<file path="config.mk">
export PLATFORM = sky130hd
export DESIGN_NAME = ram_dump_view
export DESIGN_NICKNAME = d
export VERILOG_FILES = /design/src/rtl/ram_view_pkg.sv /design/src/rtl/ram_view_scroll.sv /design/src/rtl/ram_dump_view.sv
export SDC_FILE = /design/constraint.sdc
export NUM_CORES = 1
export LEC_CHECK = 0
export ABC_CLOCK_PERIOD_IN_PS = 5470
export BUFFER_PORTS_ARGS = -buffer_cell sky130_fd_sc_hd__buf_2
export CELL_PAD_IN_SITES_DETAIL_PLACEMENT = 1
export CELL_PAD_IN_SITES_GLOBAL_PLACEMENT = 2
export CORE_ASPECT_RATIO = 1.5
export CORE_MARGIN = 2
export CORE_UTILIZATION = 37
export DETAILED_ROUTE_END_ITERATION = 8
export MAX_ROUTING_LAYER = met4
export PLACE_DENSITY_LB_ADDON = 0.1
export SLEW_MARGIN = 0
export SYNTH_ARGS = -nofsm -noshare
export SYNTH_HDL_FRONTEND = slang
export SYNTH_SLANG_ARGS = --single-unit
</file>
<file path="constraint.sdc">
create_clock -name clk -period 5.47 [get_ports clk]
set_input_delay 1.094 -clock clk [delete_from_list [all_inputs] [get_ports clk]]
set_output_delay 1.094 -clock clk [all_outputs]
set_load 0.005 [all_outputs]
</file>
<file path="src/rtl/ram_view_pkg.sv">
// rtl/ram_view_pkg.sv - colour constants, cell classes and scroll states shared by the RAM dump viewer
package ram_view_pkg;

  localparam logic [2:0] C_ONE     = 3'b110;
  localparam logic [2:0] C_ZERO    = 3'b001;
  localparam logic [2:0] C_HL_ONE  = 3'b111;
  localparam logic [2:0] C_HL_ZERO = 3'b100;
  localparam logic [2:0] C_BLACK   = 3'b000;

  typedef enum logic [1:0] {BLACK, LABEL, HEADER, DATA} cell_class_e;

  typedef enum logic [1:0] {P_NONE, P_DOWN, P_UP} pend_e;

  function automatic logic [2:0] bit_colour(input logic b, input logic hl);
    if (hl) return b ? C_HL_ONE : C_HL_ZERO;
    return b ? C_ONE : C_ZERO;
  endfunction

endpackage

</file>
<file path="src/rtl/ram_view_scroll.sv">
// rtl/ram_view_scroll.sv - page scroll request FSM and base_row register, applied only at frame start
module ram_view_scroll
  import ram_view_pkg::*;
#(
  parameter int DEPTH_ROWS = 64,
  parameter int VIS_ROWS   = 63,
  parameter int ROW_W      = 6
) (
  input  logic             clk,
  input  logic             rst,
  input  logic             frame_start,
  input  logic             page_up,
  input  logic             page_down,
  output logic [ROW_W-1:0] base_row
);

  localparam int              STEP    = VIS_ROWS % DEPTH_ROWS;
  localparam logic [ROW_W:0]  STEP_V  = (ROW_W+1)'(STEP);
  localparam logic [ROW_W:0]  DEPTH_V = (ROW_W+1)'(DEPTH_ROWS);

  pend_e            pending;
  logic [ROW_W:0]   fwd_sum;
  logic [ROW_W-1:0] base_fwd;
  logic [ROW_W-1:0] base_back;

  always_comb begin
    fwd_sum  = {1'b0, base_row} + STEP_V;
    base_fwd = (fwd_sum >= DEPTH_V) ? ROW_W'(fwd_sum - DEPTH_V) : fwd_sum[ROW_W-1:0];
    if ({1'b0, base_row} >= STEP_V)
      base_back = ROW_W'({1'b0, base_row} - STEP_V);
    else
      base_back = ROW_W'({1'b0, base_row} + DEPTH_V - STEP_V);
  end

  // Opposite requests cancel each other, whether simultaneous or against a pending one.
  function automatic pend_e next_pend(input pend_e cur, input logic up, input logic down);
    if (up && down) return P_NONE;
    if (down)       return (cur == P_UP) ? P_NONE : P_DOWN;
    if (up)         return (cur == P_DOWN) ? P_NONE : P_UP;
    return cur;
  endfunction

  always_ff @(posedge clk or posedge rst) begin
    if (rst) begin
      pending  <= P_NONE;
      base_row <= '0;
    end else if (frame_start) begin
      case (pending)
        P_DOWN:  base_row <= base_fwd;
        P_UP:    base_row <= base_back;
        default: base_row <= base_row;
      endcase
      pending <= next_pend(P_NONE, page_up, page_down);
    end else begin
      pending <= next_pend(pending, page_up, page_down);
    end
  end

endmodule

</file>
<file path="src/rtl/ram_dump_view.sv">
// rtl/ram_dump_view.sv - renders the debug RAM as a grid of bit cells with row labels, column header,
// page scrolling and one highlighted word; 3-cycle pipeline from prefetch counters to VGA pins
module ram_dump_view
  import ram_view_pkg::*;
#(
  parameter int DATA_W     = 8,
  parameter int COLS       = 16,
  parameter int DEPTH_ROWS = 64,
  parameter int VIS_ROWS   = 63,
  parameter int CELL_LOG2  = 3,
  parameter int ADDR_W     = $clog2(DEPTH_ROWS*COLS)
) (
  input  logic              clk,
  input  logic              rst,
  input  logic [10:0]       counter_x,
  input  logic [10:0]       counter_y,
  input  logic              in_display_area,
  input  logic              page_up,
  input  logic              page_down,
  input  logic              hl_en,
  input  logic [ADDR_W-1:0] hl_addr,
  output logic [ADDR_W-1:0] ram_addr,
  input  logic [DATA_W-1:0] ram_data,
  output logic              vga_r,
  output logic              vga_g,
  output logic              vga_b
);

  localparam int             F       = DATA_W + 1;
  localparam int             CIF_W   = $clog2(F);
  localparam int             BIT_W   = (DATA_W > 1) ? $clog2(DATA_W) : 1;
  localparam int             ROW_W   = (DEPTH_ROWS > 1) ? $clog2(DEPTH_ROWS) : 1;
  localparam int             X_LIMIT = (COLS + 1) * F;
  localparam logic [10:0]    CELL_MASK = 11'((1 << CELL_LOG2) - 1);
  localparam logic [ROW_W:0] DEPTH_V = (ROW_W+1)'(DEPTH_ROWS);

  logic [10:0]       cx, cy;
  logic              x_edge, y_edge, frame_start;
  logic [CIF_W-1:0]  cif_q, cif_c;
  logic [10:0]       fld_q, fld_c, vis_q, vis_c, col_c;
  logic [ROW_W-1:0]  base_row, abs_row;
  logic [ROW_W:0]    row_sum;
  logic [ADDR_W-1:0] addr_c;
  cell_class_e       cls_c;
  logic [DATA_W-1:0] val_c;
  logic [BIT_W-1:0]  bit_c;

  assign cx          = counter_x >> CELL_LOG2;
  assign cy          = counter_y >> CELL_LOG2;
  assign x_edge      = (counter_x & CELL_MASK) == 11'd0;
  assign y_edge      = (counter_y & CELL_MASK) == 11'd0;
  assign frame_start = (counter_x == 11'd0) && (counter_y == 11'd0);

  ram_view_scroll #(
    .DEPTH_ROWS (DEPTH_ROWS),
    .VIS_ROWS   (VIS_ROWS),
    .ROW_W      (ROW_W)
  ) u_scroll (
    .clk         (clk),
    .rst         (rst),
    .frame_start (frame_start),
    .page_up     (page_up),
    .page_down   (page_down),
    .base_row    (base_row)
  );

  // Counters hold the previous cell's position; the combinational next value is the current pixel's.
  always_comb begin
    cif_c = cif_q;
    fld_c = fld_q;
    if (counter_x == 11'd0) begin
      cif_c = '0;
      fld_c = '0;
    end else if (x_edge) begin
      if (cif_q == CIF_W'(F - 1)) begin
        cif_c = '0;
        fld_c = fld_q + 11'd1;
      end else begin
        cif_c = cif_q + 1'b1;
      end
    end
    vis_c = vis_q;
    if (counter_y == 11'd0)
      vis_c = '0;
    else if ((counter_x == 11'd0) && y_edge && cy[0] && (cy != 11'd1))
      vis_c = vis_q + 11'd1;
  end

  always_comb begin
    row_sum = {1'b0, base_row} + {1'b0, vis_c[ROW_W-1:0]};
    abs_row = (row_sum >= DEPTH_V) ? ROW_W'(row_sum - DEPTH_V) : row_sum[ROW_W-1:0];
    col_c   = (fld_c == 11'd0) ? 11'd0 : fld_c - 11'd1;
    addr_c  = ADDR_W'(32'(abs_row) * 32'(COLS) + 32'(col_c));
    val_c   = (fld_c == 11'd0) ? DATA_W'(abs_row) : DATA_W'(col_c);
    bit_c   = BIT_W'(DATA_W - 1) - BIT_W'(cif_c);
    cls_c   = BLACK;
    if (x_edge || y_edge || (32'(cx) >= X_LIMIT) || (cif_c == CIF_W'(DATA_W)))
      cls_c = BLACK;
    else if (cy == 11'd0)
      cls_c = (fld_c == 11'd0) ? BLACK : HEADER;
    else if (!cy[0] || (32'(vis_c) >= VIS_ROWS))
      cls_c = BLACK;
    else
      cls_c = (fld_c == 11'd0) ? LABEL : DATA;
  end

  always_ff @(posedge clk or posedge rst) begin
    if (rst) begin
      cif_q <= '0;
      fld_q <= '0;
      vis_q <= '0;
    end else begin
      cif_q <= cif_c;
      fld_q <= fld_c;
      vis_q <= vis_c;
    end
  end

  cell_class_e       cls1, cls2;
  logic [DATA_W-1:0] val1, val2;
  logic [BIT_W-1:0]  bit1, bit2;
  logic              hl1, hl2, de1, de2;
  logic              bit_v;
  logic [2:0]        colour;

  // Stage 2 lines up with ram_data, which arrives one cycle after ram_addr.
  always_ff @(posedge clk or posedge rst) begin
    if (rst) begin
      ram_addr <= '0;
      cls1     <= BLACK;
      val1     <= '0;
      bit1     <= '0;
      hl1      <= 1'b0;
      de1      <= 1'b0;
      cls2     <= BLACK;
      val2     <= '0;
      bit2     <= '0;
      hl2      <= 1'b0;
      de2      <= 1'b0;
      {vga_r, vga_g, vga_b} <= C_BLACK;
    end else begin
      ram_addr <= addr_c;
      cls1     <= cls_c;
      val1     <= val_c;
      bit1     <= bit_c;
      hl1      <= hl_en && (addr_c == hl_addr);
      de1      <= in_display_area;
      cls2     <= cls1;
      val2     <= val1;
      bit2     <= bit1;
      hl2      <= hl1;
      de2      <= de1;
      {vga_r, vga_g, vga_b} <= de2 ? colour : C_BLACK;
    end
  end

  always_comb begin
    bit_v  = (cls2 == DATA) ? ram_data[bit2] : val2[bit2];
    colour = C_BLACK;
    if (cls2 != BLACK)
      colour = bit_colour(bit_v, hl2 && (cls2 == DATA));
  end

endmodule

</file>
==> run summary, run 1 <==
max-cap violations: 0
port buffer count: 58
Post-synth ARST share: 100%
Die X: 93.5 um
worst path arrival time: 5160 ps
mapped cell area: 4450 um2
hpwl dp: 9370 um
TritonCTS clock tree: built
Total Routed Length: 11900 um
area grow syn2layout: 18.2%
worst r2r src: cif_q[0]
status: finished, final reports clean
Comb power frac: 26.0%
setup TNS: 0 ps
top cells by area, synth: dfrtp_1 (43%), ha_1 (5.9%), xnor2_1 (4.9%)
Final nets: 586
switching share of power: 30.4%
Most used DFF post-synth: dfrtp_1
Sequential Power Share: 42.5%
cts hold-fix bufs: 0
RSZ-0062 raised after global routing: no
Ant. Diodes: 0
Req. time, crit path: 5690 ps
first-pass GRT wire length: 19500 um
post-synth top area cell: dfrtp_1
wire per inst: 17.6 um
Setup WS pre-CTS: 155 ps
Critical Path Fanout Max: 13
drt via density: 5.19
largest net degree at the start of global routing: 56
Worst path slowest cell: or4_1
Mapped Cells: 452
Hold Crit Class: reg -> reg
Tmin final: 4940 ps
routability cong.: 0.798
Post-CTS Setup Repair Bufs: 0
DRC: 0
Max stage delay on crit path: 600 ps
Finished Core Util: 44.4%
PnR Total Power: 1880 uW
Final period util: 90.3%
CTS Buf Count: 9
clock group share of total power: 31.6%
Clock Skews: 5.78 ps
Slew Limit Fails: 0
die height: 138 um
grt ovf: 0
Avg Cell Area, Syn: 9.84 um2
layout cells sized above 1: 20.3%
final hold viol count: 0
WHS: 349 ps
Critical Path Start: counter_x[7]
Worst Hold Launch: de1
Top delay family on crit path: simple AND/OR/NAND/NOR gates
Clk Latency, worst-skew pair: 330 ps
Synth cell types: 66
post_cts resized: 0
Worst Slack Setup Final: 530 ps
P per Cell Area: 357 nW/um2
critical setup path kind: in -> reg
All-Layer GR Usage: 20.1%
crit path launch type: primary input
post-synthesis sequential area ratio: 43.3%
starting density of the core: 37.6%
worst-margin pin slew: 702 ps
clock-pin slew on the worst setup and hold paths: 60 ps
Cell Rows: 49
H-tree depth: 3
Slew headroom: 53.2%
vias in the first global route: 3866
Synth warnings: 0
crit-path cells: buf_2 -> or4_1 -> nor4_4 -> buf_4 -> nor2_1 -> inv_1 -> ha_1 -> nand2_1 -> o2bb2ai_1 -> a41oi_2 -> nor4_4 -> inv_2 -> nand2_1 -> inv_1 -> ha_1 -> a21o_1 -> a21oi_1 -> o21bai_1 -> a21oi_1 -> xnor2_1 -> xor3_1 -> a2111oi_2
syn_nets: 520
Switching Power: 569 uW
worst vdd ir: 0.130 mV
Leak: 0.00247 uW
die footprint: 12900 um2
clk buf depth: 2
Vias: 3511
register bit total from synthesis: 77
most common cell after layout, fill and taps aside: dfrtp_1
commonest cells after routing, fill and taps aside: dfrtp_1 (77), nor2_1 (58), buf_2 (58)
Final setup viols: 0
Crit. End Element: register
I/O pin cnt: 59
Core ar.: 11800 um2
number of flops mapped to enable cells by yosys: 0
Antenna Violating Nets Remaining: 0
Initial DRC Count: 95
initial antenna violation count: 0
Pre-Repair DR Iteration Count: 4
root buffer cell: clkbuf_16
Internal: 1310 uW
Max Freq: 202 MHz
clock sink count: 77
top cell type's share of synthesized area: 43.3%
worst path bufs/invs: 5
[power by group through the flow]
stage | logic (uW) | clock network, uW | registers, uW
after floorplan | 321 | 0 | 777
after global placement | 490 | 0 | 800
after global routing | 547 | 633 | 813
after CTS | 499 | 608 | 801
after detailed placement | 495 | 0 | 810
final | 487 | 592 | 797
[area by class of cell]
cell class / instances / area [um2]
clock buffers: 12 / 246
multi-input cells: 335 / 2370
fillers: 1363 / 6580
repair buffers: 71 / 388
clock inverters: 4 / 47.5
inverters: 24 / 91.3
flip-flops and latches: 77 / 1930
well taps: 153 / 191
[kinds of logic (layout without fill, tap and decap cells)]
kind of cell | Yosys count | in the layout | share of synthesized area, %
adders and majority gates | 23 | 23 | 6.58
buffers and inverters | 40 | 111 | 3.49
muxes | 11 | 11 | 3.66
and+or+nand+nor | 181 | 181 | 21.6
DFF | 77 | 77 | 43.3
xor gates and xnor gates | 48 | 48 | 10.1
AOI/OAI and AO/OA | 72 | 72 | 11.2
[final timing paths]
| path | end | slack (ps) | cells after the start |
|---|---|---|---|
| worst min register to register | de2 | 350 | 0 |
| max in group asynchronous | fld_q[8] | 3690 | 3 |
| min in group asynchronous | de1 | 730 | 2 |
| worst max register to register | hl1 | 1020 | 22 |
| worst max-delay path | hl1 | 530 | 22 |
| worst min-delay path | de2 | 350 | 0 |
[flip-flops by register name, indices dropped and copies added, names as in the netlist, 2 cells and up]
register	cells
bit1	3
bit2	3
cif_q	4
cls1	2
cls2	2
fld_q	11
ram_addr	10
u_scroll.base_row	6
u_scroll.pending	2
val1	8
val2	8
vis_q	11
[per-layer routing]
metal	routed length [um]	share of wire, %	global-route usage [%]	vias to the layer above
li1	-	-	-	1721
met1	4520	38	21.0	1746
met2	6910	58	37.4	27
met3	161	1.4	2.78	17
met4	283	2.4	7.20	0
met5	0	0	-	-
[worst register-to-register path, delay by kind of cell, from the launching register on]
family | cells | cell delay [ps]
flops | 1 | 420
mux | 1 | 210
buf+inv | 3 | 200
fa+ha+maj | 3 | 690
xor+xnor | 2 | 490
compound gates | 7 | 1100
simple gates | 6 | 1220
[metrics by stage]
stage                     cell area [um2]  instances
after global routing                 5260        676
after floorplan                      4450        452
final                                5260        676
after CTS                            5260        676
after global placement               4960        660
after detailed placement             4960        660
[cells in the mapped netlist, types with 3 or more instances]
cell      number
nor4_4         3
or3_1          9
nor2_1        58
o21ai_0       12
ha_1          21
a21oi_1       19
inv_1         23
and2_1         5
xor2_1        21
buf_2          4
or2_1          3
or4_1          6
clkbuf_1      11
nand4_1       12
dfrtp_1       77
o31ai_1        6
mux4_2         4
o21bai_1       4
nand3_1       17
a211oi_1       7
nor3_1        11
a21o_1         3
nand2_1       35
xnor2_1       25
o21a_1         3
mux2i_1        5
No activity file was read; power rests on OpenSTA's default activity.
==> run 2: changes to the inputs <==
PLACE_DENSITY_LB_ADDON = 0.2   (was 0.1)
==> run 2 against run 1 <==
Effect of this change:
- total power shrank 0.40%
- routed wire length shrank 0.98%
- register-to-register slack gained 70 ps
- clock skew grew 0.62 ps
- core utilization grew 0.085 points
- cell count is the same
- first-iteration DRC count grew 5.3%
- worst setup slack lost 41 ps
- highest routed layer unchanged
==> run summary, run 2 (same netlist as run 1, synthesis figures left out) <==
Leak: 0.00247 uW (about the same)
grt ovf: 0 (unchanged)
Post-CTS Setup Repair Bufs: 0 (unchanged)
clk buf depth: 2 (unchanged)
wire per inst: 17.4 um (-0.98%)
routability cong.: 0.834 (+4.5%)
area grow syn2layout: 18.4%
worst-margin pin slew: 679 ps (-22.6 ps)
Hold Crit Class: reg -> reg
vias in the first global route: 3906 (+1.0%)
Clk Latency, worst-skew pair: 340 ps (about the same)
clock sink count: 77 (unchanged)
H-tree depth: 3 (unchanged)
clock-pin slew on the worst setup and hold paths: 60 ps (about the same)
Slew headroom: 54.7% (+1.5 points)
setup TNS: 0 ps (unchanged)
Final nets: 586 (unchanged)
starting density of the core: 37.6% (unchanged)
post_cts resized: 0 (unchanged)
cts hold-fix bufs: 0 (unchanged)
P per Cell Area: 355 nW/um2 (-0.59%)
All-Layer GR Usage: 20.1% (about the same)
Final setup viols: 0 (unchanged)
Die X: 93.5 um (unchanged)
worst path arrival time: 5210 ps (+50 ps)
largest net degree at the start of global routing: 55 (-1.8%)
Pre-Repair DR Iteration Count: 4 (unchanged)
PnR Total Power: 1870 uW (-0.40%)
Total Routed Length: 11800 um (-0.98%)
grt met3 use: 3.11% (+0.33 points)
die height: 138 um (unchanged)
die footprint: 12900 um2 (unchanged)
CTS Buf Count: 9 (unchanged)
I/O pin cnt: 59 (unchanged)
Vias: 3534 (+0.66%)
Tmin final: 4980 ps (+40.8 ps)
layer with the highest usage: met2
RSZ-0062 raised after global routing: no
status: finished, final reports clean
commonest cells after routing, fill and taps aside: dfrtp_1 (77), nor2_1 (58), buf_2 (58)
Crit. End Element: register
Max Freq: 201 MHz (-0.82%)
layout cells sized above 1: 20.7% (+0.38 points)
max-cap violations: 0 (unchanged)
post-route cell area: 5270 um2 (+0.19%)
Req. time, crit path: 5700 ps (about the same)
Ant. Diodes: 0 (unchanged)
crit path launch type: primary input
Antenna Violating Nets Remaining: 0 (unchanged)
Core ar.: 11800 um2 (unchanged)
root buffer cell: clkbuf_16
Slew Limit Fails: 0 (unchanged)
Clock Skews: 6.40 ps (+0.616 ps)
Cell Rows: 49 (unchanged)
DRC: 0 (unchanged)
critical setup path kind: in -> reg
hpwl dp: 9340 um (-0.30%)
worst vdd ir: 0.169 mV (+30%)
first-pass GRT wire length: 19500 um (+0.17%)
Critical Path Fanout Max: 24 (+11)
DP Area: 4970 um2 (+0.23%)
largest registers: fld_q (11), vis_q (11), ram_addr (10)
M1 GR Usage: 20.4% (-0.57 points)
most common cell after layout, fill and taps aside: dfrtp_1
met2 usage: 38.1% (+0.76 points)
Initial DRC Count: 100 (+5.3%)
final hold viol count: 0 (unchanged)
port buffer count: 58 (unchanged)
Final period util: 91.1% (+0.75 points)
TritonCTS clock tree: built
drt via density: 5.23 (+0.66%)
initial antenna violation count: 0 (unchanged)
[run 2: cell types whose count changed in the layout (fill, tap and decap cells not counted), moves of 2 or more]
| cell | delta |
|---|---|
| clkbuf_1 | -2 |
| clkinv_2 | -3 |
| clkinv_4 | +2 |
| inv_6 | +2 |
[run 2: layout make-up]
cell class,count,area (um2)
fill,1351,6570
clock inverter,6,53.8
inverter,24,90.1
multi-input combinational,335,2370
clock buffer,10,239
tap,153,191
timing repair buffer,71,400
sequential,77,1930
[run 2: power by group]
part           switching (uW)  internal, uW  leakage [uW]
registers                82.9           711      0.000988
clock network             255           328      0.000142
logic                     260           231       0.00134
total                     598          1270       0.00247
[run 2: per-layer routing]
layer	share of wire, %	up-vias	wire length, um
met3	1.4	13	163
met4	1.8	0	214
met1	37	1774	4380
met5	0	-	0
li1	-	1723	-
met2	60	24	7000
[run 2: final timing paths]
path / startpoint / to / slack, ps / depth (start not counted)
worst max-delay path: counter_x[7] / hl1 / 490 / 22
worst min-delay path: hl1 / hl2 / 350 / 0
worst max register to register: cif_q[0] / hl1 / 1090 / 22
worst min register to register: hl1 / hl2 / 350 / 0
max in group asynchronous: rst / ram_addr[3] / 3600 / 3
min in group asynchronous: rst / de1 / 790 / 2
[run 2: critical path, stage by stage]
cell and delay [ps]:
buf_2 100, or4_1 590, nor4_4 220, buf_12 220, nor2_1 80, inv_1 110
ha_1 230, nand2_1 70, o2bb2ai_1 160, a41oi_2 80, nor4_4 390, inv_2 60
nand2_1 120, inv_1 60, ha_1 270, a21o_1 150, a21oi_1 210, o21bai_1 80
a21oi_1 180, xnor2_1 210, xor3_1 300, a2111oi_2 210
[run 2: per-stage QoR]
step | hold slack (ps) | cells | util (%) | setup WS, ps
2_1_floorplan | 331 | 452 | - | 22.0
3_3_place_gp | 332 | 660 | 42.0 | 289
3_5_place_dp | 338 | 660 | 42.0 | 90.9
4_1_cts | 352 | 676 | 44.5 | 420
5_1_grt | 355 | 676 | 44.5 | 31.3
6_report | 347 | 676 | 44.5 | 489
